$ cat src/rtl/alu_demo_defs.sv
// Shared opcode and sequencer-state definitions for the ALU demo.
// Latency: none (definitions only).
// Backpressure: none (definitions only).
package alu_demo_defs;

    // Opcodes understood by the demo ALU, cycled in this order by the sequencer
    localparam logic [2:0] OP_ADD = 3'd0;
    localparam logic [2:0] OP_SUB = 3'd1;
    localparam logic [2:0] OP_AND = 3'd2;
    localparam logic [2:0] OP_OR  = 3'd3;
    localparam logic [2:0] OP_XOR = 3'd4;
    localparam logic [2:0] OP_NOR = 3'd5;
    localparam logic [2:0] OP_SLT = 3'd6;
    localparam logic [2:0] OP_SLL = 3'd7;

    // Step sequencer states
    typedef enum logic [1:0] {
        S_IDLE = 2'd0,
        S_EXEC = 2'd1,
        S_CAPT = 2'd2
    } state_t;

endpackage

$ cat src/rtl/toggle_edge_detect.sv
// Turns every level change of a registered slow clock into a one-cycle tick.
// Latency: tick is combinational in the cycle the level differs from the stored copy.
// Backpressure: none; the first cycle after reset only primes, so a high level at release is not a tick.
module toggle_edge_detect (
    input  logic clk,
    input  logic rst_n,
    input  logic slow_clk,
    output logic tick
);

    logic slow_q;
    logic primed;

    // Track the previous slow_clk level; arm the detector one cycle after reset
    always_ff @(posedge clk or negedge rst_n) begin
        if (!rst_n) begin
            slow_q <= 1'b0;
            primed <= 1'b0;
        end else begin
            slow_q <= slow_clk;
            primed <= 1'b1;
        end
    end

    assign tick = primed & (slow_clk ^ slow_q);

endmodule

$ cat src/rtl/alu_step_sequencer.sv
// Steps the demo ALU once per slow-clock toggle (or button press when paused) and latches results for display.
// Latency: request accepted at edge E0, ALU settles through E1, display registers load at E2.
// Backpressure: requests arriving while a step is in flight are dropped, never queued.
module alu_step_sequencer
    import alu_demo_defs::*;
#(
    parameter int DATA_W  = 32,
    parameter int OP_W    = 3,
    parameter int NUM_OPS = 8
) (
    input  logic              clk,
    input  logic              rst_n,
    input  logic              slow_clk,
    input  logic              run,
    input  logic              step_btn,
    input  logic              clear,
    input  logic [DATA_W-1:0] op_a_in,
    input  logic [DATA_W-1:0] op_b_in,
    input  logic [DATA_W-1:0] alu_result,
    input  logic              alu_zero,
    input  logic              alu_of,
    output logic [OP_W-1:0]   alu_op,
    output logic [DATA_W-1:0] alu_a,
    output logic [DATA_W-1:0] alu_b,
    output logic [DATA_W-1:0] disp_result,
    output logic [OP_W-1:0]   disp_op,
    output logic              disp_zero,
    output logic              disp_of,
    output logic [7:0]        step_cnt,
    output logic              busy
);

    localparam logic [OP_W-1:0] LAST_OP = OP_W'(NUM_OPS - 1);

    state_t          state;
    state_t          state_nxt;
    logic            tick;
    logic            req;
    logic            load;
    logic            capt;
    logic [OP_W-1:0] op_idx;

    toggle_edge_detect u_edge (
        .clk      (clk),
        .rst_n    (rst_n),
        .slow_clk (slow_clk),
        .tick     (tick)
    );

    // The button only matters while paused; the slow clock only while running
    assign req  = (tick & run) | (step_btn & ~run);
    assign load = (state == S_IDLE) & req;
    assign capt = (state == S_CAPT);

    // State register
    always_ff @(posedge clk or negedge rst_n) begin
        if (!rst_n) begin
            state <= S_IDLE;
        end else begin
            state <= state_nxt;
        end
    end

    // Next state: IDLE waits for a request, EXEC is a pure settle cycle, CAPT returns to IDLE
    always_comb begin
        state_nxt = state;
        case (state)
            S_IDLE:  if (req) state_nxt = S_EXEC;
            S_EXEC:  state_nxt = S_CAPT;
            S_CAPT:  state_nxt = S_IDLE;
            default: state_nxt = S_IDLE;
        endcase
        if (clear) begin
            state_nxt = S_IDLE;
        end
    end

    // Operand launch on accept, display capture and sequence advance on CAPT; clear wipes everything
    always_ff @(posedge clk or negedge rst_n) begin
        if (!rst_n) begin
            alu_a       <= '0;
            alu_b       <= '0;
            alu_op      <= '0;
            op_idx      <= '0;
            disp_result <= '0;
            disp_op     <= '0;
            disp_zero   <= 1'b0;
            disp_of     <= 1'b0;
            step_cnt    <= '0;
            busy        <= 1'b0;
        end else if (clear) begin
            alu_a       <= '0;
            alu_b       <= '0;
            alu_op      <= '0;
            op_idx      <= '0;
            disp_result <= '0;
            disp_op     <= '0;
            disp_zero   <= 1'b0;
            disp_of     <= 1'b0;
            step_cnt    <= '0;
            busy        <= 1'b0;
        end else begin
            if (load) begin
                alu_a  <= op_a_in;
                alu_b  <= op_b_in;
                alu_op <= op_idx;
                busy   <= 1'b1;
            end
            if (capt) begin
                disp_result <= alu_result;
                disp_zero   <= alu_zero;
                disp_of     <= alu_of;
                disp_op     <= alu_op;
                step_cnt    <= step_cnt + 8'd1;
                op_idx      <= (op_idx == LAST_OP) ? '0 : op_idx + OP_W'(1);
                busy        <= 1'b0;
            end
        end
    end

endmodule

$ cat config.mk
export PLATFORM = sky130hd
export DESIGN_NAME = alu_step_sequencer
export DESIGN_NICKNAME = d
export VERILOG_FILES = /design/src/rtl/alu_demo_defs.sv /design/src/rtl/toggle_edge_detect.sv /design/src/rtl/alu_step_sequencer.sv
export SDC_FILE = /design/constraint.sdc
export NUM_CORES = 1
export LEC_CHECK = 0
export ABC_AREA = 0
export CORE_UTILIZATION = 44
export DETAILED_ROUTE_END_ITERATION = 6
export PLACE_DENSITY = 0.87
export SKIP_CTS_REPAIR_TIMING = 1
export SYNTH_ARGS = -nofsm -noshare
export SYNTH_HDL_FRONTEND = slang
export SYNTH_SLANG_ARGS = --single-unit
export TNS_END_PERCENT = 50
$ cat constraint.sdc
create_clock -name clk -period 1.6 [get_ports clk]
set_input_delay 0.24 -clock clk [delete_from_list [all_inputs] [get_ports clk]]
set_output_delay 0.24 -clock clk [all_outputs]
set_load 0.02 [all_outputs]
### Word level (Yosys, flattened, before mapping)

Index checks and enable logic that the tools add are counted.

* output and inout port bits: 113
* bits in registers: 120
* logic and storage cells: 55
* input bits: 104

* equal/unequal tests: 4
* multiplexer cells: 25
* bitwise operators: 7
* reduce and logical (&&, ||, !) cells: 4
* add/subtract/negate cells: 2

Operator list (count)
* two-way mux 32 bit: 6
* two-way mux 3 bit: 7
* two-way mux 8 bit: 2
* adder 8 x 1 -> 8 bit (second input constant): 1
* two-way mux 1 bit: 7
* bitwise AND 1 bit: 4
* two-way mux 2 bit: 2
* case mux 2 bit (2 select lines): 1
* nonzero test 2 bit: 2
* adder 3 x 1 -> 3 bit (second input constant): 1
* == test 3 bit (second input constant): 1
* inequality test 3 bit (second input constant): 1
* nonzero test 3 bit: 1
* == test 2 x 1 -> 1 bit (second input constant): 1
* == test 2 bit (second input constant): 1
* zero test 2 bit: 1
* NOT 1 bit: 1
* bitwise OR 1 bit: 1
* bitwise XOR 1 bit: 1

### Depth between registers and ports, before layout

Gate-level depths: netlist (run 1).

* word-level depth: 8
* gate-level depth with buffers: 6

### By module

A second synthesis (run 1) with hierarchy kept.

* cell total of the unflattened synthesis: 383
* area total of the unflattened synthesis: 4575.6 um^2

Modules (own cells, without submodules)
* alu_step_sequencer: area an instance 4506.8 um^2, sequential area each 2952.8 um^2, times used 1, cells each 378
* toggle_edge_detect: area an instance 68.8 um^2, sequential area each 50.0 um^2, times used 1, cells each 5

### Worst setup path after synthesis (run 1)

OpenSTA, ideal clock, no wires.

* path type: reg-to-reg
* from: reg state[1]
* to: reg alu_b[12]
* path slack: 0.116 ns
* data required time: 1.521 ns
* path buffers: 3
* clock period less this slack: 1.484 ns
* cell stages (with the launch flop): 7
* data arrival time: 1.404 ns
* cells stage by stage: dfrtp_1 nor4b_1 a41o_1 buf_4 buf_6 buf_8 mux2i_1

* word-level cells in the longest chain between the ends: 3

Ends and longest elaborated chain
* from (decl): line alu_step_sequencer.sv:35 `state_t state;`
* from (signal assigned): line alu_step_sequencer.sv:60 `state <= state_nxt;`
* zero test 2 bit: line alu_step_sequencer.sv:52 `assign load = (state == S_IDLE) & req;`
* bitwise AND 1 bit: line alu_step_sequencer.sv:52
* nonzero test 2 bit (no source line)
* to (signal assigned): line alu_step_sequencer.sv:105 `alu_b <= op_b_in;`
* to (decl): line alu_step_sequencer.sv:24 `output logic [DATA_W-1:0] alu_b,`

No other way between the ends.
A chain may end at the register's enable or synchronous reset.

### Worst setup path after layout (run 1)

* from: reg state[1]
* to: reg alu_b[27]

The elaborated chain is that of the path after synthesis.

==> results of run 1 <==
==> final cells by class <==
class	count	area share
clock buffers	22	0.0505
clock inverters	9	0.00863
inverters	1	0.000418
multi-input cells	365	0.267
flip-flops and latches	120	0.334
well taps	168	0.0234
repair buffers	243	0.316
==> cell usage after synthesis (2+ instances only) <==
cell type	count	area share
a21oi_1	45	0.041
buf_2	9	0.0082
buf_4	6	0.0082
clkbuf_1	21	0.014
dfrtp_1	120	0.55
ha_1	3	0.0068
mux2i_1	67	0.12
nand2_1	82	0.056
nand2b_1	135	0.15
nand3_1	2	0.0018
nand4_1	2	0.0023
nor2_1	5	0.0034
nor2b_1	3	0.0034
o21ai_0	2	0.0018
o31ai_1	2	0.0027
or3_1	3	0.0034
or4_1	2	0.0027
xnor2_1	2	0.0032
==> per-stage QoR <==
stage / hold WS, ns / setup TNS [ns]
CTS: -0.153 / -3.40
finish: 0.259 / 0
global placement: 0.262 / -8.67
global route: 0.260 / -1.52
detailed placement: 0.274 / -11.89
floorplan: -0.0556 / 0
==> state kept, by name (all words and copies together), names as in the netlist, 2 cells and up <==
signal and flops:
op_idx 3, disp_op 3, step_cnt 8, state 2, disp_result 32, alu_op 3, alu_b 32, alu_a 32
==> power by group through the flow <==
stage / sequential [mW] / combinational (mW) / clock (mW)
floorplan: 3.50 / 0.440 / 0
finish: 3.29 / 1.46 / 3.45
detailed placement: 3.33 / 1.36 / 0
global placement: 3.33 / 1.32 / 0
CTS: 3.29 / 1.36 / 3.50
global route: 3.30 / 1.55 / 3.67
==> path summary, 6_finish.rpt <==
check	from	endpoint	slack, ns	cells past startpoint
worst max-delay path	state[1]	alu_b[27]	0.01	5
worst min-delay path	clear	step_cnt[7]	0.26	2
worst max register to register	state[1]	alu_b[27]	0.01	5
worst min register to register	busy	busy	0.49	1
max in group asynchronous	rst_n	alu_a[31]	0.86	3
min in group asynchronous	rst_n	alu_b[17]	0.41	3
==> per-layer routing <==
layer | vias to the layer above | global-route usage | wire (µm)
li1 | 2160 | - | -
met1 | 2237 | 0.260 | 6150
met2 | 179 | 0.389 | 7900
met3 | 17 | 0.0707 | 1110
met4 | 0 | 0.0675 | 173
met5 | - | 0 | 0
==> worst reg2reg max path: cells and delay by family, from the launching register on <==
kind / cells / cell delay (ns)
AND/OR/NAND/NOR: 1 / 0.36
AO/OA/AOI/OAI: 1 / 0.16
buffers and inverters: 2 / 0.36
flip-flops: 1 / 0.43
multiplexers: 1 / 0.21
==> cells by family (layout without fill, tap and decap cells) <==
logic type | Yosys count | count (layout) | share of synthesized area
adder cells (fa/ha/maj) | 3 | 3 | 0.00683
multiplexers | 68 | 68 | 0.124
AO/OA/AOI/OAI | 51 | 52 | 0.0487
flip-flops | 120 | 120 | 0.546
AND/OR/NAND/NOR | 238 | 238 | 0.233
XOR/XNOR | 3 | 3 | 0.00478
buffers and inverters | 39 | 275 | 0.0362
other | 1 | 1 | 0.000682
==> results.tsv, run 1 <==
metric	value	unit
slowest_stage	dfrtp_1	
clock_sinks	120	
worstPathMaxFanout	4	
wire_per_inst	16.5	µm
worst-setup-path-type	reg -> reg	
p_int	6.12	mW
hpwl	10000	µm
grt_max_degree	74	
core.rowCount	40	
finalSetupViolCount	0	
cpMostUsedCell	buf_4	
postRouteAntennaNets	0	
arrival	1.91	ns
cts.htree.levels	4	
overflow	0	
multi_input_area	2400	µm²
synth_seq_cells	120	
clock_power_share	0.421	
seq_area	3000	µm²
wirelength	15300	µm
cts.clk_slew.worst_paths	0.06	ns
synthFlopType	dfrtp_1	
finalPower	8.20	mW
start_util	0.454	
synth_warnings	0	
viasPerCell	4.95	
area_delta_synth_final	63.5	%
die_w	114	µm
timing.final.hold_violations	0	
grt_usage	0.222	
fill_cells	797	
grt_pass1_vias	4633	
dp_slack	-0.261	ns
drc	0	
worst_slack	0.0108	ns
yosysSeqAreaShare	0.546	
cts_buffers	17	
cp-end-kind	flip-flop	
crit_required	1.92	ns
io_pins	217	
synth.distinct_cells	30	
start_kind	flip-flop	
cp_top_family	flip-flops	
clock_path_buffers	2	
grt_setup_unrepaired	yes	
instances_no_fill	928	
critPathMaxStageDelay	0.43	ns
antenna_cells	0	
cts-root-buf	clkbuf_16	
drive_gt1_frac	0.0868	
powerDensity	912	nW/µm²
drv_slew	0	
post-route-util	0.742	
synth.net_count	630	
syn-cell-area	5500	µm²
synth.avg_cell_area	10.5	µm²
finClkSkew	0.00877	ns
dp.cells	887	
async_reset_ff_frac	1.00	
p_sw_frac	0.253	
final_common_cell	nand2b_1	
vias	4593	
min_period	1.59	ns
seq_power_share	0.401	
drtPass1Iterations	4	
fin_crit_sh	0.993	
die_h	114	µm
port_buffers	216	
cp_cell_sequence	nor4b_4 -> buf_4 -> a41o_4 -> buf_4 -> mux2i_1	
antenna_found_initial	0	
place.gp.congestion	0.796	
final_cell_area	8990	µm²
core	12100	µm²
grt_pass1_wl	22500	µm
clk_latency	0.40	ns
status	finished clean	
switching_power	2.07	mW
synth_cells	523	
synth_edf_count	0	
fmax	0.629	GHz
drt-initial-drc-count	204	
leakagePower	5.58	nW
crit_buf_inv	2	
hold_path_class	in -> reg	
max-cap-violations	0	
dpl_cell_area	7910	µm²
p_comb_frac	0.178	
cts_tree	done	
final_nets	855	
fp.dieArea	12900	µm²
irDropWorstVdd	595	µV
final_cell_mix	135 x nand2b_1, 119 x dfrtp_1, 113 x dlymetal6s2s_1	
No activity file was read; power rests on OpenSTA's default activity.
==> run 2: changes to the inputs <==
--- a/config.mk
+++ b/config.mk
@@ -8,6 +8,7 @@
 export ABC_AREA = 0
 export CORE_UTILIZATION = 44
 export DETAILED_ROUTE_END_ITERATION = 6
+export HOLD_SLACK_MARGIN = 0.05
 export PLACE_DENSITY = 0.87
 export SKIP_CTS_REPAIR_TIMING = 1
 export SYNTH_ARGS = -nofsm -noshare
==> constraint.sdc (replaced) <==
create_clock -name clk -period 1.6 [get_ports clk]
set_input_delay 0.24 -clock clk [delete_from_list [all_inputs] [get_ports clk]]
set_output_delay 0.24 -clock clk [all_outputs]
set_load 0.01 [all_outputs]
==> run 2 against run 1 <==
- via count increased by 0.37%
- sequential power barely moved
- critical path type unchanged
- largest power group unchanged
- fmax is 1.3% lower
- the flow now finishes with violations (negative setup slack)
- sequential share of layout area is 0.66 points higher
==> results.tsv, run 2 (synthesis results as in run 1) <==
metric	value	unit
finalSetupViolCount	2	
die_h	114	µm
port_buffers	216	
status	complete, but fails checks	
grt_usage	0.222	
timing.final.hold_violations	0	
start_util	0.454	
core	12100	µm²
fin_crit_sh	1.01	
clock_power_share	0.425	
drt-initial-drc-count	215	
irDropWorstVdd	599	µV
r2r.worst_path.cells	5	
p_int	6.15	mW
grt_setup_unrepaired	yes	
io_pins	217	
p_sw_frac	0.242	
clock_sinks	120	
worstPathMaxFanout	4	
clk_latency	0.41	ns
antenna_cells	0	
hold_depth	2	
min_from	clear	
instances_no_fill	931	
min_period	1.61	ns
leakagePower	4.19	nW
dp_slack	-0.261	ns
grt_max_degree	74	
p_comb_frac	0.170	
seq_power_share	0.405	
failed_checks	negative setup slack	
cts_tree	done	
crit_required	1.92	ns
drive_gt1_frac	0.0931	
finClkSkew	0.00794	ns
clock_path_buffers	2	
max-cap-violations	0	
worst-setup-path-type	reg -> reg	
core.rowCount	40	
final_cell_mix	182 x clkdlybuf4s50_1, 135 x nand2b_1, 118 x dfrtp_1	
cts.htree.levels	4	
fp.dieArea	12900	µm²
place.gp.congestion	0.796	
cp-end-kind	flip-flop	
drc	0	
wire_per_inst	16.3	µm
final_common_cell	clkdlybuf4s50_1	
worst_slack	-0.0104	ns
powerDensity	921	nW/µm²
post-route-util	0.728	
cts-root-buf	clkbuf_16	
vias	4610	
grt_pass1_vias	4633	
antenna_found_initial	0	
drv_slew	0	
wirelength	15200	µm
reg_top3	alu_a (32), alu_b (32), disp_result (32)	
regToRegSetupSlack	-0.01	ns
dp.cells	887	
final_nets	858	
hpwl	10000	µm
fmax	0.621	GHz
switching_power	1.97	mW
reg2reg_to	alu_b[27]	
final.setup.tns	-0.0106	ns
holdPathEnd	step_cnt[3]	
die_w	114	µm
area_delta_synth_final	60.4	%
arrival	1.93	ns
fin_hold_ws	0.261	ns
overflow	0	
cts_buffers	17	
grt_pass1_wl	22500	µm
viasPerCell	4.95	
cts.clk_slew.worst_paths	0.05	ns
hold_path_class	in -> reg	
postRouteAntennaNets	0	
drtPass1Iterations	4	
start_kind	flip-flop	
timing.rr.start	state[1]	
[run 2: worst max path at each step]
stage,cells after the start,endpoint,start,slack (ns)
global placement,5,alu_a[25],step_btn,-0.15
CTS,1,step_cnt[3],step_cnt[3],-0.11
finish,5,alu_b[27],state[1],-0.01
floorplan,6,alu_b[12],state[1],0.12
detailed placement,5,alu_a[9],run,-0.26
global route,5,alu_b[27],state[1],-0.08
[run 2: cell type report]
class | count | area (µm²)
fillers | 818 | 3300
multi-input cells | 365 | 2400
well taps | 168 | 210
clock inverters | 9 | 77.6
clock buffers | 22 | 454
flip-flops and latches | 120 | 3010
inverters | 1 | 3.75
repair buffers | 246 | 2660
[run 2: per-layer routing]
| metal | vias to the layer above | GRT usage | wire length, µm |
|---|---|---|---|
| li1 | 2160 | - | - |
| met2 | 195 | 0.389 | 7680 |
| met1 | 2233 | 0.260 | 6190 |
| met4 | 0 | 0.0675 | 228 |
| met3 | 22 | 0.0707 | 1060 |
| met5 | - | 0 | 0 |
[run 2: power groups by stage]
stage          Clock (mW)  Sequential, mW  Combinational (mW)
2_1_floorplan           0            3.39               0.440
3_3_place_gp            0            3.33                1.21
3_5_place_dp            0            3.33                1.25
4_1_cts              3.50            3.29                1.25
5_1_grt              3.68            3.30                1.47
6_report             3.45            3.29                1.38
[run 2: metrics by stage]
step	area (µm²)	total power, mW
final	8820	8.12
after global routing	8820	8.45
after CTS	8440	8.04
after detailed placement	7910	4.58
after global placement	7910	4.54
after floorplan	5500	3.83
[run 2: worst max-delay path, cell delays in order, from the launching register on]
cell	delay, ns
dfrtp_1	0.44
nor4b_4	0.37
buf_4	0.19
a41o_4	0.16
buf_4	0.17
mux2i_1	0.21
==> run 3: changes to the inputs <==
==> constraint.sdc (replaced) <==
create_clock -name clk -period 1.75 [get_ports clk]
set_input_delay 0.2625 -clock clk [delete_from_list [all_inputs] [get_ports clk]]
set_output_delay 0.2625 -clock clk [all_outputs]
set_load 0.01 [all_outputs]
==> run 3 against run 2 <==
- the run now ends clean
- largest cell class unchanged
- clock power is 5% lower
- global-route usage is 0.28 points lower
- power is 8.6% lower
- non-clock buffer count is 15 lower
- clock skew is 0.0040 ns higher
- setup slack better by 0.093 ns
- final area is 3.9% lower
- highest routed layer unchanged
- flip-flop and latch count stayed put
- sequential share of layout area is 1.4 points higher
- critical path depth is 4 lower
- via count is 3.8% lower
- register-to-register slack better by 0.12 ns
==> results.tsv, run 3 (synthesis results as in run 1) <==
metric	value	unit
critPathMaxStageDelay	0.58	ns
final_common_cell	clkdlybuf4s50_1	
irDropWorstVdd	630	µV
fp.dieArea	12900	µm²
timing.final.hold_violations	0	
clock_power_share	0.443	
finalPower	7.42	mW
place.gp.congestion	0.771	
drt-initial-drc-count	190	
powerDensity	876	nW/µm²
cp_cell_sequence	clkdlybuf4s50_1	
status	finished clean	
switching_power	1.73	mW
antenna_found_initial	0	
multi_input_area	2320	µm²
cp_top_family	buffers and inverters	
postRouteAntennaNets	0	
drtPass1Iterations	4	
grt_max_degree	74	
grt_pass1_wl	21900	µm
cts.clk_slew.worst_paths	0.05	ns
start_util	0.454	
io_pins	217	
seq_power_share	0.405	
clock_sinks	120	
wirelength	13800	µm
cts-root-buf	clkbuf_16	
reg_top3	alu_a (32), alu_b (32), disp_result (32)	
core	12100	µm²
die_h	114	µm
final_cell_mix	214 x clkdlybuf4s50_1, 135 x nand2b_1, 119 x dfrtp_1	
crit_required	1.49	ns
final_nets	842	
fill_cells	905	
worst-setup-path-type	reg -> out	
die_w	114	µm
core.rowCount	40	
p_int	5.69	mW
drc	0	
arrival	1.40	ns
finalSetupViolCount	0	
p_sw_frac	0.233	
antenna_cells	0	
viasPerCell	4.84	
slowest_stage	clkdlybuf4s50_1	
regToRegSetupSlack	0.11	ns
final.setup.tns	0	ns
seq_area	3000	µm²
worstPathMaxFanout	6	
area_delta_synth_final	54.0	%
min_period	1.67	ns
grt_usage	0.219	
finClkSkew	0.0119	ns
clk_latency	0.41	ns
leakagePower	3.53	nW
fmax	0.600	GHz
p_comb_frac	0.151	
fin_crit_sh	0.953	
grt_setup_unrepaired	no	
max-cap-violations	0	
hold_path_class	in -> reg	
crit_buf_inv	1	
hpwl	9670	µm
start_kind	flip-flop	
cp-end-kind	primary output	
port_buffers	216	
drv_slew	0	
cts_buffers	17	
overflow	0	
clock_path_buffers	2	
cts_tree	done	
wire_per_inst	15.0	µm
fin_hold_ws	0.287	ns
grt_pass1_vias	4549	
cts.htree.levels	4	
vias	4436	
drive_gt1_frac	0.0642	
-- run 3: stage by stage --
stage                     instance area, µm²  instances   util  worst slack (ns)
final                                   8470        916  0.699            0.0828
after detailed placement                7890        883  0.652           -0.0971
after CTS                               8450        915  0.698            0.0377
after global placement                  7890        883  0.652           -0.0139
after global routing                    8470        916  0.699            0.0302
after floorplan                         5500        523      -             0.266
-- run 3: per-layer routing --
layer	vias to the layer above	track usage	share of wire
met4	0	0.0814	0.017
li1	2124	-	-
met3	20	0.0723	0.078
met2	173	0.374	0.49
met1	2119	0.258	0.42
met5	-	0	0
-- run 3: final cells by class --
| type | count | share of cell area |
|---|---|---|
| clock inverters | 10 | 0.0121 |
| inverters | 1 | 0.000443 |
| multi-input cells | 364 | 0.274 |
| flip-flops and latches | 120 | 0.355 |
| well taps | 168 | 0.0248 |
| repair buffers | 231 | 0.280 |
| clock buffers | 22 | 0.0536 |
-- run 3: final timing paths --
path / cells after the start / to / start
max: 1 / step_cnt[4] / step_cnt[4]
max reg2reg: 5 / alu_a[15] / state[1]
min: 2 / step_cnt[6] / clear
min in group asynchronous: 2 / disp_result[27] / rst_n
min reg2reg: 1 / busy / busy
max in group asynchronous: 3 / alu_a[31] / rst_n
-- run 3: power groups by stage --
stage               clock (mW)  combinational [mW]  sequential (mW)
CTS                       3.35                1.13             3.01
global placement             0                1.10             3.05
global route              3.50                1.21             3.02
finish                    3.29                1.12             3.01
detailed placement           0                1.13             3.05
floorplan                    0               0.403             3.10
